### src/rtl/qpsk_frame_ctrl.sv
// ---------------------------------------------------------------------------
// qpsk_frame_ctrl
//
// Serial frame generator feeding the QPSK I/Q splitter. A frame is:
//   PREAMBLE_BITS alternating bits (1,0,1,0,...)
//   SYNC_WORD, 8 bits, MSB first
//   FRAME_BYTES payload bytes, each MSB first, pulled through a one-byte
//   holding buffer with a valid/ready handshake
//   GAP_BITS zero bits
// Every bit is held for BIT_CLKS clock cycles. If no payload byte is
// available when one is needed, the frame is cut short: it goes straight to
// the gap and raises the sticky underrun flag.
//
// Ports
//   clk        in   system clock
//   rst_n      in   asynchronous active-low reset
//   start      in   frame request, only looked at while idle
//   tx_data    in   [7:0] payload byte
//   tx_valid   in   payload byte offered
//   tx_ready   out  payload byte accepted this cycle when tx_valid is high
//   ser_o      out  serial bit stream
//   bit_stb    out  high on the first cycle of every transmitted bit
//   busy       out  high whenever a frame is in progress
//   frame_done out  one-cycle pulse on the first idle cycle after a frame
//   underrun   out  sticky: last frame ran out of payload data
// ---------------------------------------------------------------------------
module qpsk_frame_ctrl #(
  parameter int         BIT_CLKS      = 10000,
  parameter int         PREAMBLE_BITS = 16,
  parameter logic [7:0] SYNC_WORD     = 8'hD3,
  parameter int         FRAME_BYTES   = 4,
  parameter int         GAP_BITS      = 8
) (
  input  logic       clk,
  input  logic       rst_n,
  input  logic       start,
  input  logic [7:0] tx_data,
  input  logic       tx_valid,
  output logic       tx_ready,
  output logic       ser_o,
  output logic       bit_stb,
  output logic       busy,
  output logic       frame_done,
  output logic       underrun
);

  // Bit-phase counter width (at least one bit even for BIT_CLKS == 1).
  localparam int CW = (BIT_CLKS > 1) ? $clog2(BIT_CLKS) : 1;

  // One bit-index counter is shared by preamble, sync, payload and gap, so it
  // must reach the longest of the three field lengths.
  localparam int MAXB_A = (PREAMBLE_BITS > GAP_BITS) ? PREAMBLE_BITS : GAP_BITS;
  localparam int MAXB   = (MAXB_A > 8) ? MAXB_A : 8;
  localparam int BW     = $clog2(MAXB);

  localparam logic [CW-1:0] PH_LAST   = CW'(BIT_CLKS - 1);
  localparam logic [CW-1:0] PH_ONE    = CW'(1);
  localparam logic [BW-1:0] BIT_ONE   = BW'(1);
  localparam logic [BW-1:0] PRE_LAST  = BW'(PREAMBLE_BITS - 1);
  localparam logic [BW-1:0] GAP_LAST  = BW'(GAP_BITS - 1);
  localparam logic [BW-1:0] BYTE_LAST = BW'(7);
  localparam logic [7:0]    LAST_BYTE = 8'(FRAME_BYTES - 1);
  localparam logic [7:0]    NUM_BYTES = 8'(FRAME_BYTES);

  typedef enum logic [2:0] {
    S_IDLE,
    S_PREAMBLE,
    S_SYNC,
    S_PAYLOAD,
    S_GAP
  } state_t;

  state_t        r_state;
  logic [CW-1:0] r_phase;      // cycle within the current bit
  logic [BW-1:0] r_bit_idx;    // bit within the current field / byte
  logic [7:0]    r_byte_idx;   // payload byte currently on the line
  logic [6:0]    r_shift;      // bits of the current byte still to send
  logic          r_ser;
  logic [7:0]    r_buf;        // holding buffer
  logic          r_buf_full;
  logic [7:0]    r_fetched;    // bytes accepted so far this frame
  logic          r_done;
  logic          r_underrun;

  logic       w_boundary;
  logic       w_ready;
  logic       w_accept;
  logic       w_byte_start;
  logic       w_have_byte;
  logic [7:0] w_next_byte;

  assign w_boundary = (r_phase == PH_LAST);

  assign w_ready = ((r_state == S_SYNC) || (r_state == S_PAYLOAD)) &&
                   !r_buf_full && (r_fetched < NUM_BYTES);

  assign w_accept = w_ready && tx_valid;

  // Last cycle of the sync word, or of a payload byte that is not the final
  // one: the next payload byte has to be on hand right now.
  assign w_byte_start = w_boundary && (r_bit_idx == BYTE_LAST) &&
                        ((r_state == S_SYNC) ||
                         ((r_state == S_PAYLOAD) && (r_byte_idx != LAST_BYTE)));

  // A byte arriving in the load cycle itself goes straight to the shifter,
  // so data offered as late as the final cycle of the previous byte still
  // makes it into the frame.
  assign w_have_byte = r_buf_full || w_accept;
  assign w_next_byte = r_buf_full ? r_buf : tx_data;

  always_ff @(posedge clk or negedge rst_n) begin
    if (!rst_n) begin
      r_state    <= S_IDLE;
      r_phase    <= '0;
      r_bit_idx  <= '0;
      r_byte_idx <= '0;
      r_shift    <= '0;
      r_ser      <= 1'b0;
      r_buf      <= '0;
      r_buf_full <= 1'b0;
      r_fetched  <= '0;
      r_done     <= 1'b0;
      r_underrun <= 1'b0;
    end else begin
      r_done <= 1'b0;

      // Holding buffer: a load empties it, an accept that is not consumed by
      // a load in the same cycle fills it.
      if (w_byte_start && w_have_byte) begin
        r_buf_full <= 1'b0;
      end else if (w_accept) begin
        r_buf_full <= 1'b1;
      end
      if (w_accept) begin
        r_buf     <= tx_data;
        r_fetched <= r_fetched + 8'd1;
      end

      if (r_state == S_IDLE) begin
        r_phase <= '0;
      end else if (w_boundary) begin
        r_phase <= '0;
      end else begin
        r_phase <= r_phase + PH_ONE;
      end

      case (r_state)
        S_IDLE: begin
          r_ser <= 1'b0;
          if (start) begin
            r_state    <= S_PREAMBLE;
            r_ser      <= 1'b1;
            r_bit_idx  <= '0;
            r_fetched  <= '0;
            r_buf_full <= 1'b0;
            r_underrun <= 1'b0;
          end
        end

        S_PREAMBLE: begin
          if (w_boundary) begin
            if (r_bit_idx == PRE_LAST) begin
              r_state   <= S_SYNC;
              r_bit_idx <= '0;
              r_ser     <= SYNC_WORD[7];
              r_shift   <= SYNC_WORD[6:0];
            end else begin
              r_bit_idx <= r_bit_idx + BIT_ONE;
              // Even-numbered bits are 1, so the next bit is the LSB of the
              // current index.
              r_ser     <= r_bit_idx[0];
            end
          end
        end

        S_SYNC, S_PAYLOAD: begin
          if (w_boundary) begin
            if (r_bit_idx != BYTE_LAST) begin
              r_bit_idx <= r_bit_idx + BIT_ONE;
              r_ser     <= r_shift[6];
              r_shift   <= {r_shift[5:0], 1'b0};
            end else if (w_byte_start) begin
              r_bit_idx <= '0;
              if (w_have_byte) begin
                r_state    <= S_PAYLOAD;
                r_ser      <= w_next_byte[7];
                r_shift    <= w_next_byte[6:0];
                r_byte_idx <= (r_state == S_SYNC) ? 8'd0 : r_byte_idx + 8'd1;
              end else begin
                // Nothing to send: cut the frame short but keep the gap so
                // the frame still ends on a clean zero tail.
                r_state    <= S_GAP;
                r_ser      <= 1'b0;
                r_underrun <= 1'b1;
              end
            end else begin
              r_state   <= S_GAP;
              r_bit_idx <= '0;
              r_ser     <= 1'b0;
            end
          end
        end

        S_GAP: begin
          r_ser <= 1'b0;
          if (w_boundary) begin
            if (r_bit_idx == GAP_LAST) begin
              r_state   <= S_IDLE;
              r_bit_idx <= '0;
              r_done    <= 1'b1;
            end else begin
              r_bit_idx <= r_bit_idx + BIT_ONE;
            end
          end
        end

        default: begin
          r_state <= S_IDLE;
          r_ser   <= 1'b0;
        end
      endcase
    end
  end

  // Plain decodes of registered state; no combinational input paths except
  // tx_ready, whose value depends only on registers.
  assign tx_ready   = w_ready;
  assign ser_o      = r_ser;
  assign bit_stb    = (r_state != S_IDLE) && (r_phase == '0);
  assign busy       = (r_state != S_IDLE);
  assign frame_done = r_done;
  assign underrun   = r_underrun;

endmodule

### config.mk
export PLATFORM = sky130hd
export DESIGN_NAME = qpsk_frame_ctrl
export DESIGN_NICKNAME = d
export VERILOG_FILES = /design/src/rtl/qpsk_frame_ctrl.sv
export SDC_FILE = /design/constraint.sdc
export NUM_CORES = 1
export LEC_CHECK = 0
export ABC_CLOCK_PERIOD_IN_PS = 3190
export BUFFER_PORTS_ARGS = -buffer_cell sky130_fd_sc_hd__buf_2
export CELL_PAD_IN_SITES_DETAIL_PLACEMENT = 0
export CELL_PAD_IN_SITES_GLOBAL_PLACEMENT = 1
export CORE_ASPECT_RATIO = 1.25
export CORE_MARGIN = 4
export CORE_UTILIZATION = 48
export CTS_CLUSTER_SIZE = 25
export DETAILED_ROUTE_END_ITERATION = 7
export PLACE_DENSITY = 0.8
export SLEW_MARGIN = 20
export SYNTH_ARGS = -nofsm -noshare
export SYNTH_HDL_FRONTEND = slang
export SYNTH_SLANG_ARGS = --single-unit
### constraint.sdc
create_clock -name clk -period 3.19 [get_ports clk]
set_input_delay 0.319 -clock clk [delete_from_list [all_inputs] [get_ports clk]]
set_output_delay 0.319 -clock clk [all_outputs]
set_load 0.02 [all_outputs]
# After elaboration in Yosys (flattened, before gate mapping)
# Cells that the tools add are included.
op_classes:
  bitwise_logic: 1
  n_mux: 53
  n_reduce_logical: 25
  n_eq_ne: 20
  n_lt_le_gt_ge: 1
  add_sub_neg: 4
ops:
  columns: ["cell", "count"]
  rows:
  - ["2-to-1 mux 7 bit", 6]
  - ["2-to-1 mux 8 bit", 5]
  - ["2-to-1 mux 14 bit", 2]
  - ["2-to-1 mux 4 bit", 7]
  - ["2-to-1 mux 3 bit", 9]
  - ["2-to-1 mux 1 bit", 19]
  - ["inequality test 2 bit, second input constant", 9]
  - ["adder 8 x 1 -> 8 bit, second input constant", 2]
  - ["one-hot mux 4 bit (4 select lines)", 1]
  - ["adder 14 x 1 -> 14 bit, second input constant", 1]
  - ["== test 14 bit, second input constant", 1]
  - ["logical NOT 14 bit", 1]
  - ["one-hot mux 7 bit (2 select lines)", 1]
  - ["one-hot mux 3 bit (4 select lines)", 1]
  - ["AND reduction 6 bit", 2]
  - ["AND reduction 5 bit", 2]
  - ["logical AND 1 bit", 8]
  - ["less-than comparator 8 x 3 -> 1 bit, second input constant", 1]
  - ["inequality test 8 x 2 -> 1 bit, second input constant", 1]
  - ["AND reduction 7 bit", 1]
  - ["== test 3 x 2 -> 1 bit, second input constant", 2]
  - ["inequality test 3 bit, second input constant", 2]
  - ["adder 4 x 1 -> 4 bit, second input constant", 1]
  - ["== test 4 x 3 -> 1 bit, second input constant", 1]
  - ["other kinds (15)", 18]
word_totals:
  word_cells: 115
  ff_bits: 56
  out_inout_bits: 6
  inputBits: 12

# Depth between registers and ports, before layout
# Gate-level depths: netlist (run 1).
depth:
  word_depth: 11
  mapped_depth: 9
  ltp_nobuf: 6

# Worst setup path before layout (run 1)
# Ideal clock, no wire load.
synth_path:
  path_type: "reg-to-reg"
  start: "register r_bit_idx[0]"
  end: "register r_shift[0]"
  t_required_ns: 3.065
  n_path_buf: 1
  stages_incl_launch_ff: 8
  arrival_ns: 2.406
  slack_ns: 0.659
  period_less_slack_ns: 2.531
  path_cell_list: "dfrtp_1 -> ha_1 -> and3b_1 -> clkbuf_1 -> nand2_1 -> a2111o_1 -> a2111oi_4 -> mux2_2"
synth_between:
  elab_chain_len: 5
synth_lines:
  columns: ["element", "line", "source"]
  rows:
  - ["from (decl)", "75", "logic [BW-1:0] r_bit_idx;"]
  - ["from (signal assigned)", "168", "r_bit_idx <= r_bit_idx + BIT_ONE;"]
  - ["from (signal assigned)", "179", "r_bit_idx <= r_bit_idx + BIT_ONE;"]
  - ["from (signal assigned)", "212", "r_bit_idx <= r_bit_idx + BIT_ONE;"]
  - ["== test 4 x 3 -> 1 bit", "101", "assign w_byte_start = w_boundary && (r_bit_idx == BYTE_LAST) &&"]
  - ["logical AND 1 bit (2 in a row)", "101", null]
  - ["inequality test 3 bit (no line)", null, null]
  - ["AND reduction 6 bit (no line)", null, null]
  - ["to (signal assigned)", "166", "r_shift <= SYNC_WORD[6:0];"]
  - ["to (signal assigned)", "181", "r_shift <= {r_shift[5:0], 1'b0};"]
  - ["to (signal assigned)", "187", "r_shift <= w_next_byte[6:0];"]
  - ["to (decl)", "77", "logic [6:0] r_shift;"]
# Parallel ways exist; a longest one is shown, timed or not. The select of a mux whose other input is x is not followed.
# A chain may end at the register's enable or synchronous reset.

# Worst setup path in the final report (run 1)
layout_path:
  start: "register r_fetched[6]"
  end: "register r_shift[5]"
layout_between:
  elab_chain_len: 6
layout_lines:
  columns: ["element", "line", "source"]
  rows:
  - ["from (decl)", "81", "logic [7:0] r_fetched;"]
  - ["from (signal assigned)", "136", "r_fetched <= r_fetched + 8'd1;"]
  - ["less-than comparator 8 x 3 -> 1 bit", "95", "!r_buf_full && (r_fetched < NUM_BYTES);"]
  - ["logical AND 1 bit", "95", null]
  - ["logical AND 1 bit", "97", "assign w_accept = w_ready && tx_valid;"]
  - ["logical OR 1 bit", "108", "assign w_have_byte = r_buf_full || w_accept;"]
  - ["inequality test 3 bit (no line)", null, null]
  - ["AND reduction 6 bit (no line)", null, null]
# Every way passes these cells.

==> results of run 1 <==
-- final timing paths --
path                              startpoint       endpoint  slack, ps  cells past startpoint
worst max-delay path            r_fetched[6]     r_shift[5]        490                      5
worst min register to register    r_phase[0]     r_phase[0]        500                      1
worst max register to register  r_fetched[6]     r_shift[5]        490                      5
worst min-delay path                   rst_n  r_byte_idx[3]        -10                      1
max in group asynchronous              rst_n     r_phase[5]       2590                      2
min in group clk                  tx_data[6]       r_buf[6]        250                      2
-- final cells by class --
| cell class | count | area [µm²] | area share (%) |
|---|---|---|---|
| Timing Repair Buffer | 23 | 133 | 4.12 |
| Clock buffer | 5 | 68.8 | 2.14 |
| Multi-Input combinational cell | 209 | 1440 | 44.8 |
| Sequential cell | 56 | 1400 | 43.5 |
| Tap cell | 82 | 103 | 3.19 |
| Clock inverter | 3 | 47.5 | 1.48 |
| Inverter | 7 | 26.3 | 0.816 |
-- cell usage after synthesis, types with 4 or more instances --
library cell  instances  area share, %
a211oi_1              5            1.3
a21oi_1               6            1.0
and3_1               10            2.1
clkbuf_1             13            1.7
dfrtp_1              56             48
ha_1                  5            2.1
inv_1                 7           0.90
mux2_2               15            5.8
mux2i_1               9            3.1
nand2_1              29            3.7
nand3_1              13            2.2
nand3b_1              6            1.5
nor2_1               25            3.2
nor2b_1               7            1.5
nor3_1                8            1.4
nor4_1                5            1.1
o211ai_1              4            1.0
o21ai_0               8            1.4
o221ai_1              6            1.8
xnor2_1               8            2.4
xor2_1                4            1.2
-- registers in the layout (all words and copies together) (netlist names), 3 cells and up --
register,cells
r_bit_idx,4
r_fetched,8
r_state,3
r_byte_idx,8
r_buf,8
r_phase,14
r_shift,7
-- power by group through the flow --
stage,Combinational (µW),Clock (µW),Sequential [µW]
after floorplan,8.81,0,731
after global placement,33.7,0,732
after detailed placement,34.6,0,732
after CTS,34.8,490,718
after global routing,38.9,517,719
final,33.2,472,718
-- per-stage QoR --
step | area, µm² | std cells | hold slack, ps | total power, µW
2_1_floorplan | 2920 | 286 | 23.4 | 740
3_3_place_gp | 3100 | 377 | 469 | 765
3_5_place_dp | 3100 | 377 | 487 | 767
4_1_cts | 3220 | 385 | 220 | 1240
5_1_grt | 3220 | 385 | 36.9 | 1270
6_report | 3220 | 385 | -11.7 | 1220
-- metal layers --
| metal | track usage [%] | part of all wire, % | vias up |
|---|---|---|---|
| met3 | 3.59 | 3.6 | 6 |
| li1 | - | - | 1060 |
| met1 | 21.7 | 49 | 1046 |
| met2 | 25.3 | 46 | 35 |
| met4 | 5.04 | 1.2 | 0 |
| met5 | 0 | 0 | - |
-- cell families (layout without fill, tap and decap cells) --
family          count (synthesis)  in the layout  synth area share [%]
compound gates                 45             45                  11.8
xor+xnor                       12             12                  3.60
fa+ha+maj                       5              5                  2.14
buf+inv                        21             38                  2.70
flops                          56             56                  48.0
mux                            24             24                  8.87
simple gates                  123            123                  22.9
-- worst max-delay path, cell delays in order (launching register included) --
cell and delay, ps:
dfrtp_1 400, nor4_1 480, a41oi_1 250, a2111o_1 440, a2111oi_4 610, mux2_2 390
==> metrics.md, run 1 <==
| Metric | Value |
|---|---|
| DRT Pass-1 Iters | `4` |
| Die footprint | `0.00741 mm²` |
| Share of cells above drive strength 1 | `17.8%` |
| Crit Path Class | `register to register` |
| Outcome | `finished, violations left` |
| Most common cell after layout, fill and taps aside | `dfrtp_1` |
| H-tree Lvls | `2` |
| Synth Register Bits | `56` |
| Skew final | `15.7 ps` |
| Final RePlAce weighted congestion | `0.797` |
| Reg clk slew, reported paths | `110 ps` |
| Power per standard cell area | `380 mW/mm²` |
| EDFF count, synth | `0` |
| Synthesized area per cell | `10.2 µm²` |
| Final Util | `55.0%` |
| Top FF cell, synth | `dfrtp_1` |
| Asr flop ratio synth | `100%` |
| Row Count | `31` |
| Core area | `0.00586 mm²` |
| Max cap viols | `0` |
| Post-CTS setup buffers | `0` |
| Final Slew Violations | `0` |
| FILL cells | `533` |
| Worst VDD drop | `302 µV` |
| DRC viols | `0` |
| Normalized max-slew margin | `61.1%` |
| Critical Path Start Type | `register` |
| Required @ worst endpoint | `3390 ps` |
| Clk_lat worst skew | `310 ps` |
| First-pass GRT wire length | `~9.5 mm` |
| Post-Synthesis Cells | `286` |
| Clock root buffer | `clkbuf_8` |
| Lkg Pwr | `0.00138 µW` |
| Failing checks | `negative hold slack` |
| Drt total wl | `5.50 mm` |
| Arrival @ worst endpoint | `2900 ps` |
| Tmin final | `2700 ps` |
| Starting Density | `49.9%` |
| Tcrit/Tclk final | `~85%` |
| ANT nets after route | `0` |
| Sw Ratio | `a little over a fifth` |
| I/O Pins | `18` |
| Setup_tns | `0 ps` |
| Vias per Instance | `5.58` |
| Pre-CTS setup slack | `508 ps` |
| Port bufs | `17` |
| Gr usage total | `15.9%` |
| Crit. End Element | `register` |
| Die W | `between 70 and 80 µm` |
| CTS Buf Count | `5` |
| Share of power burned in combinational logic | `approximately 2.7%` |
| Initial antenna violation count | `0` |
| TritonCTS clock tree | `done` |
| Vias in the first global route | `2014` |
| RSZ-0062 raised after global routing | `no` |
| WHS | `-11.7 ps` |
| Commonest non-fill, non-tap cells in the layout | `dfrtp_1 (56), nand2_1 (29), nor2_1 (25), buf_2 (16), mux2_2 (15)` |
| Clock Path Buffers | `2` |
| Sequential area share after synthesis | `48.0%` |
| Height of the die | `95.2 µm` |
| Clock network fraction of total power | `38.6%` |
| Nets | `319` |
| Min-Delay Path Class | `input pin to async pin` |
| WL/cell | `14.3 µm` |
| Internal Power | `964 µW` |
| P&R area growth vs syn | `10.2%` |
| Yosys cell types | `50` |
| Largest net degree at the start of global routing | `45` |
| Syn Nets | `between 300 and 400` |
| Initial DRC Count | `95` |
| Gr ovfl total | `0` |
| Ant diodes | `0` |
| Final WS setup | `491 ps` |
| CTS Sinks | `56` |
| P_sw | `259 µW` |
| Hpwl dp | `between 3 and 4 mm` |
| Slew at the pin closest to its max-slew limit | `583 ps` |
| Flop pwr share | `approximately three fifths` |
| Crit-path max FO | `7` |
| Ys Warns | `0` |
| Cts repair resizes | `0` |
| F_max | `371 MHz` |
| Cell area after synthesis | `between 0.002 and 0.003 mm²` |
| Setup violations, final | `0` |
| Fin. Hold Viols | `5` |
| Hold_buf cts | `0` |
| Vias post-DR | `2147` |
Power figures use the tool's default switching activity.
==> run 2: changes to the inputs <==
--- a/config.mk
+++ b/config.mk
@@ -5,7 +5,7 @@
 export SDC_FILE = /design/constraint.sdc
 export NUM_CORES = 1
 export LEC_CHECK = 0
-export ABC_CLOCK_PERIOD_IN_PS = 3190
+export ABC_CLOCK_PERIOD_IN_PS = 2700
 export BUFFER_PORTS_ARGS = -buffer_cell sky130_fd_sc_hd__buf_2
 export CELL_PAD_IN_SITES_DETAIL_PLACEMENT = 0
 export CELL_PAD_IN_SITES_GLOBAL_PLACEMENT = 1
==> constraint.sdc (replaced) <==
create_clock -name clk -period 2.7 [get_ports clk]
set_input_delay 0.27 -clock clk [delete_from_list [all_inputs] [get_ports clk]]
set_output_delay 0.27 -clock clk [all_outputs]
set_load 0.02 [all_outputs]
==> metrics.md, run 2 (synthesis gave the netlist of run 1 again) <==
| Metric | Value |
|---|---|
| Outcome | `finished, final reports clean` |
| TritonCTS clock tree | `done` |
| Tcrit/Tclk final | `95.5% (+11 points)` |
| Number of flip-flops in the largest register | `14 (unchanged)` |
| Nets | `328 (+2.8%)` |
| Lkg Pwr | `0.00141 µW (+1.9%)` |
| P&R area growth vs syn | `11.1%` |
| WL/cell | `14.4 µm (+0.83%)` |
| Die footprint | `0.00741 mm² (unchanged)` |
| Clock Path Buffers | `2 (unchanged)` |
| Core area | `0.00586 mm² (unchanged)` |
| Initial antenna violation count | `0 (unchanged)` |
| I/O Pins | `18 (unchanged)` |
| Starting Density | `49.9% (unchanged)` |
| Power per standard cell area | `405 mW/mm² (+6.7%)` |
| F_max | `388 MHz (+4.6%)` |
| Crit Path Class | `register to register` |
| H-tree Lvls | `2 (unchanged)` |
| Die W | `77.8 µm (unchanged)` |
| WHS | `99.7 ps (+111 ps)` |
| Drt total wl | `5.66 mm (+2.9%)` |
| Hold_buf cts | `0 (unchanged)` |
| Gr ovfl total | `0 (unchanged)` |
| Row Count | `31 (unchanged)` |
| Most common cell after layout, fill and taps aside | `dfrtp_1` |
| Normalized max-slew margin | `53.5% (-7.7 points)` |
| Critical Path Start Type | `register` |
| Vias per Instance | `5.56 (-0.21%)` |
| Largest Register | `r_phase` |
| Vias post-DR | `2187 (+1.9%)` |
| Required @ worst endpoint | `2890 ps (-500 ps)` |
| Max cap viols | `0 (unchanged)` |
| Ant diodes | `0 (unchanged)` |
| Final Slew Violations | `0 (unchanged)` |
| Crit-path max FO | `7 (unchanged)` |
| Setup_tns | `0 ps (unchanged)` |
| Vias in the first global route | `2053 (+1.9%)` |
| First-pass GRT wire length | `9.80 mm (+3.3%)` |
| Skew final | `6.45 ps (-9.22 ps)` |
| Final RePlAce weighted congestion | `0.733 (-8.0%)` |
| Cts repair resizes | `0 (unchanged)` |
| Slew at the pin closest to its max-slew limit | `698 ps (+115 ps)` |
| Setup violations, final | `0 (unchanged)` |
| DRT Pass-1 Iters | `4 (unchanged)` |
| Share of cells above drive strength 1 | `19.6% (+1.8 points)` |
| Largest net degree at the start of global routing | `57 (+27%)` |
| RSZ-0062 raised after global routing | `no` |
| Crit. End Element | `register` |
| Arrival @ worst endpoint | `2770 ps (-130 ps)` |
| ANT nets after route | `0 (unchanged)` |
| Clk_lat worst skew | `300 ps (about the same)` |
| Port bufs | `17 (unchanged)` |
| Initial DRC Count | `76 (-20%)` |
| Reg clk slew, reported paths | `90 ps (-20 ps)` |
| CTS Sinks | `56 (unchanged)` |
| CTS Buf Count | `5 (unchanged)` |
| Worst VDD drop | `207 µV (-32%)` |
| Commonest non-fill, non-tap cells in the layout | `dfrtp_1 (56), nand2_1 (29), nor2_1 (25), buf_2 (17)` |
| Clock root buffer | `clkbuf_8` |
| Hpwl dp | `4.03 mm (+3.3%)` |
| Height of the die | `95.2 µm (unchanged)` |
| Min-Delay Path Class | `input pin to async pin` |
| Worst Reg-to-Reg Cells | `6 (+1)` |
| Tmin final | `2580 ps (-119 ps)` |
| Gr usage total | `16.4% (+0.48 points)` |
| Fin. Hold Viols | `0 (-5)` |
| Post-CTS setup buffers | `0 (unchanged)` |
| DRC viols | `0 (unchanged)` |
==> run 2: changes by cell type in the layout (fill, tap and decap cells not counted) <==
cell / change
buf_2: +1
clkinv_2: +1
clkbuf_1: +1
clkinv_4: -2
buf_4: +8
bufinv_16: -1
==> run 2: area by class of cell <==
cell class / count / area [µm²]
Multi-Input combinational cell: 209 / 1440
Inverter: 7 / 26.3
Clock buffer: 6 / 72.6
Tap cell: 82 / 103
Fill cell: 552 / 2610
Clock inverter: 1 / 5.00
Sequential cell: 56 / 1400
Timing Repair Buffer: 32 / 198
==> run 2: where the power goes <==
group	leakage, µW	internal, µW	switching, µW
logic	0.000706	14.1	23.9
clock network	0.0000410	177	253
registers	0.000663	845	3.30
total	0.00141	1040	280
==> run 2: per-stage QoR <==
stage                     area [µm²]  instances  setup slack, ps  total power [µW]  util, %
after global routing            3250        393            0.207              1370     55.4
after floorplan                 2920        286              169               875        -
after CTS                       3250        393             93.4              1340     55.4
after global placement          3170        386              181               904     54.1
final                           3250        393              121              1320     55.4
after detailed placement        3170        386              103               905     54.1
==> run 2: worst paths after layout <==
check | from | endpoint | slack (ps)
setup / recovery | r_phase[0] | r_shift[6] | 120
min in group clk | tx_data[3] | r_buf[3] | 210
hold / removal | rst_n | r_byte_idx[4] | 100
max in group asynchronous | rst_n | frame_done | 2150
setup reg to reg | r_phase[0] | r_shift[6] | 120
hold reg to reg | r_phase[0] | r_phase[0] | 490
==> run 2: worst max-delay path: stages (launching register included) <==
cell and delay [ps]:
dfrtp_1 400, ha_1 200, and3_1 290, nand4_4 130, a2111o_1 450, a2111oi_4 610
mux2_2 400
==> run 2: routing by layer <==
metal	track usage [%]	routed length (µm)
met1	23.4	2720
met2	25.5	2710
met3	3.12	189
met4	4.60	38
met5	0	0
==> run 3: changes to the inputs <==
--- a/config.mk
+++ b/config.mk
@@ -12,9 +12,10 @@
 export CORE_ASPECT_RATIO = 1.25
 export CORE_MARGIN = 4
 export CORE_UTILIZATION = 48
-export CTS_CLUSTER_SIZE = 25
+export CTS_CLUSTER_SIZE = 40
 export DETAILED_ROUTE_END_ITERATION = 7
 export PLACE_DENSITY = 0.8
+export SETUP_SLACK_MARGIN = 0.3
 export SLEW_MARGIN = 20
 export SYNTH_ARGS = -nofsm -noshare
 export SYNTH_HDL_FRONTEND = slang
==> metrics.md, run 3 (synthesis gave the netlist of run 1 again) <==
| Metric | Value |
|---|---|
| Outcome | `finished, final reports clean` |
| Gr busiest metal | `met2` |
| Final RePlAce weighted congestion | `0.807 (+10%)` |
| First-pass GRT wire length | `10.5 mm (+6.8%)` |
| Initial DRC Count | `147 (+93%)` |
| Min-delay src | `tx_data[0]` |
| Reg clk slew, reported paths | `110 ps (+20 ps)` |
| Crit. End Element | `register` |
| Register area | `0.00141 mm² (+0.36%)` |
| Most common cell after layout, fill and taps aside | `dfrtp_1` |
| Max cap viols | `0 (unchanged)` |
| Clock Path Buffers | `2 (unchanged)` |
| I/O Pins | `18 (unchanged)` |
| Hpwl dp | `4.39 mm (+9.0%)` |
| Tmin final | `2340 ps (-243 ps)` |
| Fin. Hold Viols | `0 (unchanged)` |
| Vias in the first global route | `2240 (+9.1%)` |
| Crit path from | `r_phase[11]` |
| Vias post-DR | `2211 (+1.1%)` |
| Lkg Pwr | `0.00143 µW (+1.5%)` |
| Post-route cell area | `0.00331 mm² (+2.1%)` |
| CTS Buf Count | `5 (unchanged)` |
| Tcrit/Tclk final | `86.5% (-9.0 points)` |
| ANT nets after route | `0 (unchanged)` |
| Height of the die | `95.2 µm (unchanged)` |
| Crit-path max FO | `7 (unchanged)` |
| Normalized max-slew margin | `65.5% (+12 points)` |
| Vias per Instance | `5.57 (about the same)` |
| Area of the multi-input gates | `0.00146 mm² (+1.4%)` |
| Row Count | `31 (unchanged)` |
| Setup_tns | `0 ps (unchanged)` |
| Final WS setup | `364 ps (+243 ps)` |
| Arrival @ worst endpoint | `2550 ps (-220 ps)` |
| Gr usage total | `17.8% (+1.4 points)` |
| Ant diodes | `0 (unchanged)` |
| Clk_lat worst skew | `320 ps (+20 ps)` |
| Reg-to-reg startpoint | `r_phase[11]` |
| FILL cells | `509 (-7.8%)` |
| Power per standard cell area | `410 mW/mm² (+1.1%)` |
| Commonest non-fill, non-tap cells in the layout | `dfrtp_1 (52), nand2_1 (29), nor2_1 (25), buf_2 (17), buf_4 (16)` |
| Nets | `331 (+0.91%)` |
| Initial antenna violation count | `0 (unchanged)` |
| Die footprint | `0.00741 mm² (unchanged)` |
| Die W | `77.8 µm (unchanged)` |
| Critical Path Start Type | `register` |
| Final Slew Violations | `0 (unchanged)` |
| Port bufs | `17 (unchanged)` |
| P&R area growth vs syn | `13.4%` |
| M3 GR Usage | `3.02% (-0.095 points)` |
| M2 GR Usage | `31.3% (+5.8 points)` |
| F_max | `428 MHz (+10%)` |
| Starting Density | `49.9% (unchanged)` |
| Share of cells above drive strength 1 | `22.5% (+2.9 points)` |
| Min-Delay Path Class | `input pin to register` |
| Core area | `0.00586 mm² (unchanged)` |
| GR Layer Usage met1 | `21.5% (-2.0 points)` |
| CTS Sinks | `56 (unchanged)` |
| Slew at the pin closest to its max-slew limit | `511 ps (-187 ps)` |
| Setup violations, final | `0 (unchanged)` |
| Largest net degree at the start of global routing | `36 (-37%)` |
| Worst VDD drop | `265 µV (+28%)` |
| DRT Pass-1 Iters | `4 (unchanged)` |
| Required @ worst endpoint | `2910 ps (+20 ps)` |
| WL/cell | `15.0 µm (+4.0%)` |
| H-tree Lvls | `2 (unchanged)` |
| Number of flip-flops in the largest register | `14 (unchanged)` |
| Gr ovfl total | `0 (unchanged)` |
| Skew final | `11.9 ps (+5.46 ps)` |
| TritonCTS clock tree | `done` |
| Drt total wl | `5.94 mm (+5.0%)` |
| Largest Register | `r_phase` |
| Clock root buffer | `clkbuf_8` |
| Placed instance area | `0.00317 mm² (about the same)` |
| Pre-CTS setup slack | `190 ps (+86.7 ps)` |
| Crit Path Class | `register to register` |
| DRC viols | `0 (unchanged)` |
| RSZ-0062 raised after global routing | `yes` |
-- run 3: worst max-delay path, stage by stage, from the launching register on --
cell	delay, ps
dfrtp_2	450
nor4_4	350
nand4_4	150
a2111o_1	440
a2111oi_4	340
buf_6	180
mux2_2	330
-- run 3: where the power goes --
part / leakage [µW] / switching [µW] / internal (µW) / total (µW)
Clock: 0.0000485 / 284 / 187 / 471
Combinational: 0.000723 / 24.5 / 15.0 / 39.5
Sequential: 0.000659 / 3.36 / 845 / 848
-- run 3: metal layers --
| layer | part of all wire (%) | vias up |
|---|---|---|
| li1 | - | 1096 |
| met1 | 44 | 1071 |
| met2 | 51 | 34 |
| met3 | 3.3 | 10 |
| met4 | 2.0 | 0 |
| met5 | 0 | - |
-- run 3: final cells by class --
type / count / area share, %
Inverter: 7 / 0.793
Clock buffer: 5 / 2.08
Multi-Input combinational cell: 209 / 44.1
Timing Repair Buffer: 35 / 6.83
Sequential cell: 56 / 42.4
Clock inverter: 3 / 0.680
Tap cell: 82 / 3.10
-- run 3: path summary, 6_finish.rpt --
path	end	slack [ps]	depth (start not counted)
max in group asynchronous	r_phase[7]	1420	3
setup reg to reg	r_shift[3]	360	6
setup / recovery	r_shift[3]	360	6
min in group asynchronous	r_fetched[0]	430	2
hold / removal	r_buf[0]	190	2
hold reg to reg	r_phase[0]	490	1
-- run 3: per-stage QoR --
step	total power [µW]	hold slack, ps	util [%]	instances
final	1360	190	56.6	397
after CTS	1380	182	56.1	395
after global routing	1420	178	56.6	397
after detailed placement	905	258	54.1	386
after global placement	905	262	54.1	386
after floorplan	875	-25.6	-	286
-- run 3: what timing repair did --
item | in CTS | in global routing
endpoints found under the hold margin | 21 | 0
endpoints found under the setup margin | 7 | 7
gates resized for setup | 3 | 5
hold buffers | 1 | 0
cloned | 0 | 0
pin swaps | 2 | 2
buffers inserted | 0 | 2
